`src/rtl/barrel_shift_arbiter.sv`:
```
// rtl/barrel_shift_arbiter.sv - round-robin arbiter sequencing requesters onto one registered barrel shifter
module barrel_shift_arbiter #(
  parameter int NREQ          = 4,
  parameter int BUSWIDTH      = 16,
  parameter int SHIFTWIDTH    = 4,
  parameter int SHIFT_LATENCY = 1,
  parameter int IDW           = $clog2(NREQ)
) (
  input  logic                       clk,
  input  logic                       rst_n,
  input  logic [NREQ-1:0]            req_valid,
  output logic [NREQ-1:0]            req_ready,
  input  logic [NREQ*BUSWIDTH-1:0]   req_data,
  input  logic [NREQ*SHIFTWIDTH-1:0] req_shift_val,
  input  logic [NREQ-1:0]            req_rotation,
  input  logic [NREQ-1:0]            req_direction,
  output logic [BUSWIDTH-1:0]        sh_data_in,
  output logic [SHIFTWIDTH-1:0]      sh_shift_val,
  output logic                       sh_rotation,
  output logic                       sh_direction,
  input  logic [BUSWIDTH-1:0]        sh_data_out,
  output logic                       rsp_valid,
  input  logic                       rsp_ready,
  output logic [IDW-1:0]             rsp_id,
  output logic [BUSWIDTH-1:0]        rsp_data,
  output logic                       busy
);

  typedef enum logic [1:0] {S_IDLE, S_WAIT, S_RESP} state_t;

  state_t                r_state;
  logic [IDW-1:0]        r_rr_ptr;
  logic [IDW-1:0]        r_tag;
  logic [2:0]            r_cnt;
  logic [BUSWIDTH-1:0]   r_sh_data_in;
  logic [SHIFTWIDTH-1:0] r_sh_shift_val;
  logic                  r_sh_rotation;
  logic                  r_sh_direction;
  logic                  r_rsp_valid;
  logic [IDW-1:0]        r_rsp_id;
  logic [BUSWIDTH-1:0]   r_rsp_data;

  logic                  w_found;
  logic [IDW-1:0]        w_winner;

  // Modulo-NREQ increment; NREQ need not be a power of two.
  function automatic logic [IDW-1:0] wrap_add(input logic [IDW-1:0] a, input int k);
    int s;
    s = int'(a) + k;
    if (s >= NREQ) s = s - NREQ;
    return s[IDW-1:0];
  endfunction

  always_comb begin
    w_found  = 1'b0;
    w_winner = '0;
    for (int k = 0; k < NREQ; k++) begin
      if (!w_found && req_valid[wrap_add(r_rr_ptr, k)]) begin
        w_found  = 1'b1;
        w_winner = wrap_add(r_rr_ptr, k);
      end
    end
  end

  assign req_ready    = (rst_n && r_state == S_IDLE && w_found) ? (NREQ'(1) << w_winner) : '0;
  assign sh_data_in   = r_sh_data_in;
  assign sh_shift_val = r_sh_shift_val;
  assign sh_rotation  = r_sh_rotation;
  assign sh_direction = r_sh_direction;
  assign rsp_valid    = r_rsp_valid;
  assign rsp_id       = r_rsp_id;
  assign rsp_data     = r_rsp_data;
  assign busy         = (r_state != S_IDLE);

  always_ff @(posedge clk or negedge rst_n) begin
    if (!rst_n) begin
      r_state        <= S_IDLE;
      r_rr_ptr       <= '0;
      r_tag          <= '0;
      r_cnt          <= '0;
      r_sh_data_in   <= '0;
      r_sh_shift_val <= '0;
      r_sh_rotation  <= 1'b0;
      r_sh_direction <= 1'b0;
      r_rsp_valid    <= 1'b0;
      r_rsp_id       <= '0;
      r_rsp_data     <= '0;
    end else begin
      case (r_state)
        S_IDLE: begin
          if (w_found) begin
            r_sh_data_in   <= req_data[w_winner*BUSWIDTH +: BUSWIDTH];
            r_sh_shift_val <= req_shift_val[w_winner*SHIFTWIDTH +: SHIFTWIDTH];
            r_sh_rotation  <= req_rotation[w_winner];
            r_sh_direction <= req_direction[w_winner];
            r_tag          <= w_winner;
            r_rr_ptr       <= wrap_add(w_winner, 1);
            r_cnt          <= 3'(SHIFT_LATENCY);
            r_state        <= S_WAIT;
          end
        end
        // First WAIT cycle presents operands; result is ready once the counter drains.
        S_WAIT: begin
          if (r_cnt == 3'd0) begin
            r_rsp_data  <= sh_data_out;
            r_rsp_id    <= r_tag;
            r_rsp_valid <= 1'b1;
            r_state     <= S_RESP;
          end else begin
            r_cnt <= r_cnt - 3'd1;
          end
        end
        S_RESP: begin
          if (rsp_ready) begin
            r_rsp_valid <= 1'b0;
            r_state     <= S_IDLE;
          end
        end
        default: r_state <= S_IDLE;
      endcase
    end
  end

endmodule

```
`config.mk`:
```
export PLATFORM = sky130hd
export DESIGN_NAME = barrel_shift_arbiter
export DESIGN_NICKNAME = d
export VERILOG_FILES = /design/src/rtl/barrel_shift_arbiter.sv
export SDC_FILE = /design/constraint.sdc
export NUM_CORES = 1
export LEC_CHECK = 0
export ABC_AREA = 1
export BUFFER_PORTS_ARGS = -buffer_cell sky130_fd_sc_hd__buf_2
export CAP_MARGIN = 10
export CORE_MARGIN = 5
export CORE_UTILIZATION = 35
export DETAILED_ROUTE_END_ITERATION = 6
export PLACE_DENSITY = 0.66
export SKIP_CTS_REPAIR_TIMING = 1
export SYNTH_ARGS = -nofsm -noshare
export SYNTH_HDL_FRONTEND = slang
export SYNTH_SLANG_ARGS = --single-unit
```
`constraint.sdc`:
```
create_clock -name clk -period 2.6 [get_ports clk]
set_input_delay 0.52 -clock clk [delete_from_list [all_inputs] [get_ports clk]]
set_output_delay 0.52 -clock clk [all_outputs]
set_load 0.1 [all_outputs]
```
==> results of run 1 <==
[cell type report]
class / count / area (sq um)
Multi-Input combinational cell: 369 / 1780
Clock inverter: 2 / 37.5
Clock buffer: 6 / 72.6
Sequential cell: 50 / 1250
Inverter: 19 / 78.8
Tap cell: 108 / 135
Timing Repair Buffer: 171 / 986
Fill cell: 893 / 4370
[state kept, by name, indices dropped and copies added (netlist names)]
signal,flops
r_rr_ptr,2
rsp_id,2
r_tag,2
sh_direction,1
rsp_data,16
sh_shift_val,4
r_state,2
sh_data_in,16
sh_rotation,1
rsp_valid,1
r_cnt,3
[cells in the final DEF, fill, tap and decap left out, types with 6 or more instances in the layout]
cell type	n
nor2_1	6
nand3_1	50
mux2_2	16
buf_12	6
inv_1	8
buf_4	11
nand2_2	14
buf_2	152
inv_2	8
nand2_1	252
dfrtp_1	49
[cell families (layout without fill, tap and decap cells)]
group,after synthesis,count (layout),synth area share (%)
AOI/OAI and AO/OA,11,11,1.88
xor gates and xnor gates,1,1,0.280
adders and majority gates,2,2,0.799
buffers and inverters,45,198,6.95
DFF,50,50,40.0
muxes,16,16,5.75
and+or+nand+nor,339,339,44.4
[worst max-delay path by stage]
stage / from / to / slack (ns)
floorplan: req_valid[1] / req_ready[2] / -0.18
global placement: req_valid[3] / req_ready[0] / 0.19
detailed placement: req_valid[3] / req_ready[0] / 0.15
CTS: r_rr_ptr[1] / req_ready[0] / -0.09
global route: r_rr_ptr[0] / req_ready[2] / -0.09
finish: r_rr_ptr[0] / req_ready[1] / 0.009
[critical path: cells and delay by family, from the launching register on]
kind | cells | cell delay, ns
buffers and inverters | 3 | 0.49
and+or+nand+nor | 7 | 0.83
DFF | 1 | 0.45
[stage by stage]
stage,std cells,hold slack (ns)
final,725,0.407
after global routing,725,0.432
after CTS,721,0.437
after detailed placement,713,0.460
after global placement,713,0.452
after floorplan,464,0.224
[per-layer routing]
layer / global-route usage (%) / vias up
met5: 0 / -
met4: 3.84 / 0
met3: 5.24 / 8
met2: 31.1 / 141
met1: 21.9 / 1493
li1: - / 1753
==> metrics, run 1 <==
status=finished clean; largest net degree at the start of global routing=51; CP Data Required Time=2.08 ns; I/O pin total=between 150 and 200; unique cell type count in the Yosys netlist=27; antenna cells=0; Post-Syn Nets=just under 600; WP data arrival=~2.1 ns; #FFs+latches synth=50; R2R Path End=sh_data_in[14]; DP Worst Slack=about 0.15 ns; vias in the first global route=3397; RR Startpoint=r_rr_ptr[0]; CTS tree=built; top_reg_cell synth=dfrtp_1; die height=roughly 100 um; RSZ-0062 raised after global routing=yes; NumNets Final=approximately 730; share of cells above drive strength 1=37.8%; post-route worst setup slack=roughly 0.0089 ns; Inserted Clock Buffers=5; antenna violations before repair=0; setup TNS=0 ns; Placeable Area=between 8000 and 9000 sq um; critical path class=reg2out; Util after Layout=~50%; Commonest cells post-synth=266 x nand2_1, 53 x nand3_1, 50 x dfrtp_1, 16 x mux2_2, 13 x inv_1; PortBufs=around 160; overall routing resource usage=between 15 and 20%; WL per Instance=around 13 um; First-pass DRT Iterations=4; slew margin rel.=48.4%; DRC Markers=0; period utilisation layout=about 100%; flop2flop setup slack=about 0.44 ns; initial core utilization=a little over a third; Clk pin slew, worst setup/hold paths=~0.090 ns; Cell Rows=34; highest routed layer=met4; ranking of synthesized cells by area=dfrtp_1 40%, nand2_1 32%, nand3_1 8.5%; EDFF count, synth=0; routed wl met3=between 800 and 900 um; worst-case reg-to-reg path depth=14; maxcap violations=0; post-placement cell area=just over 4000 sq um; DIE WIDTH=roughly 100 um; RD Place Congestion=about 0.9; Worst-Skew Late Latency=0.30 ns; H-tree depth=2; Detailed Route Iter0 Violations=120; Syn Area/Cell=between 6 and 7 sq um; final slew viol count=0; clock tree buffer depth=2; metal2 WL=about 4700 um; Post-synth ARST share=100%; Slew @ Worst Pin=0.773 ns; clk_skew=between 0.009 and 0.01 ns; final setup fails=0; via count=between 3k and 4k; Top cell by count, worst path=buf_12; Yosys top cell area share=around 40%; synthesized cell area=3130 sq um; Tmin final=roughly 2.6 ns; crit-path max FO=5; f_max=between 300 and 400 MHz; finished layout cell area=roughly 4300 sq um; CTS sink cnt=50; crit end category=primary output; cell count after synthesis=between 400 and 500; DRT antenna net count=0; Synth warnings=0; sequential-to-total area share from yosys stat=around 40%; worst-path cell chain=buf_6 -> nand2_1 -> nand3_2 -> nand2_2 -> nor2_4 -> nand4_1 -> nand3_4 -> buf_12 -> nor3_4 -> buf_12; Hold Fails Final Rpt=0; Post-Route M1 WL=roughly 4100 um; leading area contributor after synthesis=dfrtp_1; count leader, synth=nand2_1; mean number of vias per cell=between 4 and 5; GRT overflow=0; Critical Path Start Type=flop; area growth from synthesis to layout=38.8%; CP max stage cell=dfrtp_2; slowest stage delay, CP=approximately 0.45 ns; first-pass GRT wire length=roughly 16000 um; DP HPWL=7570 um; Hold Path Class=in2async; CTS root buf=clkbuf_8; Routed WL=9770 um; Die ar.=10900 sq um
Power of run 1 is not shown: default switching activity piles up to over one toggle a cycle in this logic, so the estimate is an artifact.
==> run 2, diff against run 1 <==
- CORE_MARGIN: 5 -> not set
- MAX_ROUTING_LAYER: not set -> met4
- PLACE_DENSITY: 0.66 -> 0.64
==> run 2 against run 1 <==
  * The run now ends with setup timing left
  * Sequential share of layout area is 0.72 points lower
  * First-iteration DRC count is 14% lower
  * Flip-flop and latch count stayed put
  * Routed wire length is 5.2% lower
  * Clock skew is 0.0026 ns higher
  * Final cell count is 1.1% higher
  * Critical path type unchanged
==> metrics, run 2 (synthesized netlist as in run 1, its figures left out) <==
PortBufs=156; DRT antenna net count=0; CTS sink cnt=50; Hold Path Class=in2async; RD Place Congestion=between 0.8 and 0.9; Tmin final=around 2.7 ns; crit end category=primary output; maxcap violations=0; Slew @ Worst Pin=roughly 0.77 ns; antenna violations before repair=0; commonest non-fill, non-tap cell in the layout=nand2_1; Clk pin slew, worst setup/hold paths=around 0.1 ns; worst-case reg-to-reg path depth=15; NumNets Final=around 740; RSZ-0062 raised after global routing=yes; H-tree depth=2; Routed WL=9260 um; clock tree buffer depth=2; DP HPWL=6700 um; crit path capture=req_ready[2]; DIE WIDTH=between 90 and 100 um; die height=between 90 and 100 um; WP data arrival=between 2 and 2.5 ns; First-pass DRT Iterations=6; status=finished with violations; CP startpoint=r_rr_ptr[0]; final setup fails=2; mean number of vias per cell=around 4.7; Detailed Route Iter0 Violations=roughly 100; Placeable Area=just under 9000 sq um; dpl cells=about 710; DRC Markers=0; Cell Rows=34; via count=between 3k and 4k; area growth from synthesis to layout=42.3%; RR Startpoint=r_rr_ptr[0]; Die ar.=a little over 9000 sq um; I/O pin total=approximately 160; largest net degree at the start of global routing=51; first-pass GRT wire length=approximately 14000 um; Inserted Clock Buffers=5; CP Data Required Time=2.08 ns; violated checks=setup timing; vias in the first global route=2929; Hold Fails Final Rpt=0; CTS root buf=clkbuf_8; GRT overflow=0; post-route worst setup slack=-0.0530 ns; initial core utilization=36.1%; final cell count without fillers=733; overall routing resource usage=19.5%; most frequent cells in the layout=248 x nand2_1, 152 x buf_2, 49 x nand3_1, 49 x dfrtp_1, 19 x buf_4; slew margin rel.=slightly below 50%; Critical Path Start Type=flop; final slew viol count=0; WL per Instance=approximately 13 um; crit-path max FO=6; share of cells above drive strength 1=39.5%; critical path class=reg2out; flop2flop setup slack=roughly 0.41 ns; R2R Path End=sh_data_in[1]; period utilisation layout=102%; antenna cells=0; Worst-Skew Late Latency=roughly 0.30 ns; f_max=377 MHz; CTS tree=built; clk_skew=0.0118 ns
==> run 2: cell count changes in the layout (fill, tap and decap cells not counted) <==
cell / previous run / this run
bufinv_16: 1 / 2
nand3_4: 3 / 4
nand2_4: 1 / 3
nand2_2: 14 / 16
clkbuf_1: 1 / 0
buf_12: 6 / 5
nand2_1: 252 / 248
buf_4: 11 / 19
nand3_1: 50 / 49
buf_6: 2 / 3
clkinv_4: 0 / 1
clkinvlp_4: 1 / 0
==> run 2: how the worst min path moves through the flow <==
stage / slack [ns] / end / depth (start not counted)
floorplan: 0.22 / r_cnt[0] / 0
global placement: 0.45 / rsp_valid / 2
detailed placement: 0.46 / sh_data_in[4] / 2
CTS: 0.43 / r_state[1] / 2
global route: 0.43 / rsp_data[14] / 2
finish: 0.44 / r_tag[0] / 2
==> run 2: layout make-up <==
type	instances	area [sq um]
repair buffers	179	1040
well taps	108	135
inverters	19	78.8
clock inverters	3	68.8
clock buffers	5	68.8
fillers	884	4220
multi-input cells	369	1820
flip-flops and latches	50	1250
==> run 2: metrics by stage <==
step	setup TNS [ns]	hold slack [ns]	instance area [sq um]	setup WS, ns	utilization [%]
final	-0.0916	0.435	4460	-0.0530	51.4
after floorplan	-0.230	0.224	3220	-0.178	-
after global routing	-0.589	0.435	4460	-0.206	51.4
after detailed placement	0	0.464	4140	0.194	47.6
after global placement	0	0.450	4140	0.260	47.6
after CTS	-0.111	0.431	4270	-0.0872	49.2
==> run 2: layer usage <==
metal	share of wire (%)	global-route usage [%]	vias up
met4	0.63	3.68	0
met1	44	24.5	1522
met5	0	-	-
met2	48	32.6	130
li1	-	-	1767
met3	7.0	4.23	6
==> run 2: worst max-delay path, stage by stage (launching register included) <==
cell and delay (ns):
dfrtp_1 0.43, buf_6 0.15, nand2_1 0.06, nand2_2 0.09, nand2_2 0.09, nand2_2 0.06
nor2_4 0.14, nand4_1 0.16, nand3_4 0.15, inv_4 0.06, nor3_4 0.23, buf_12 0.20
Power of run 2 is left out for the same reason.
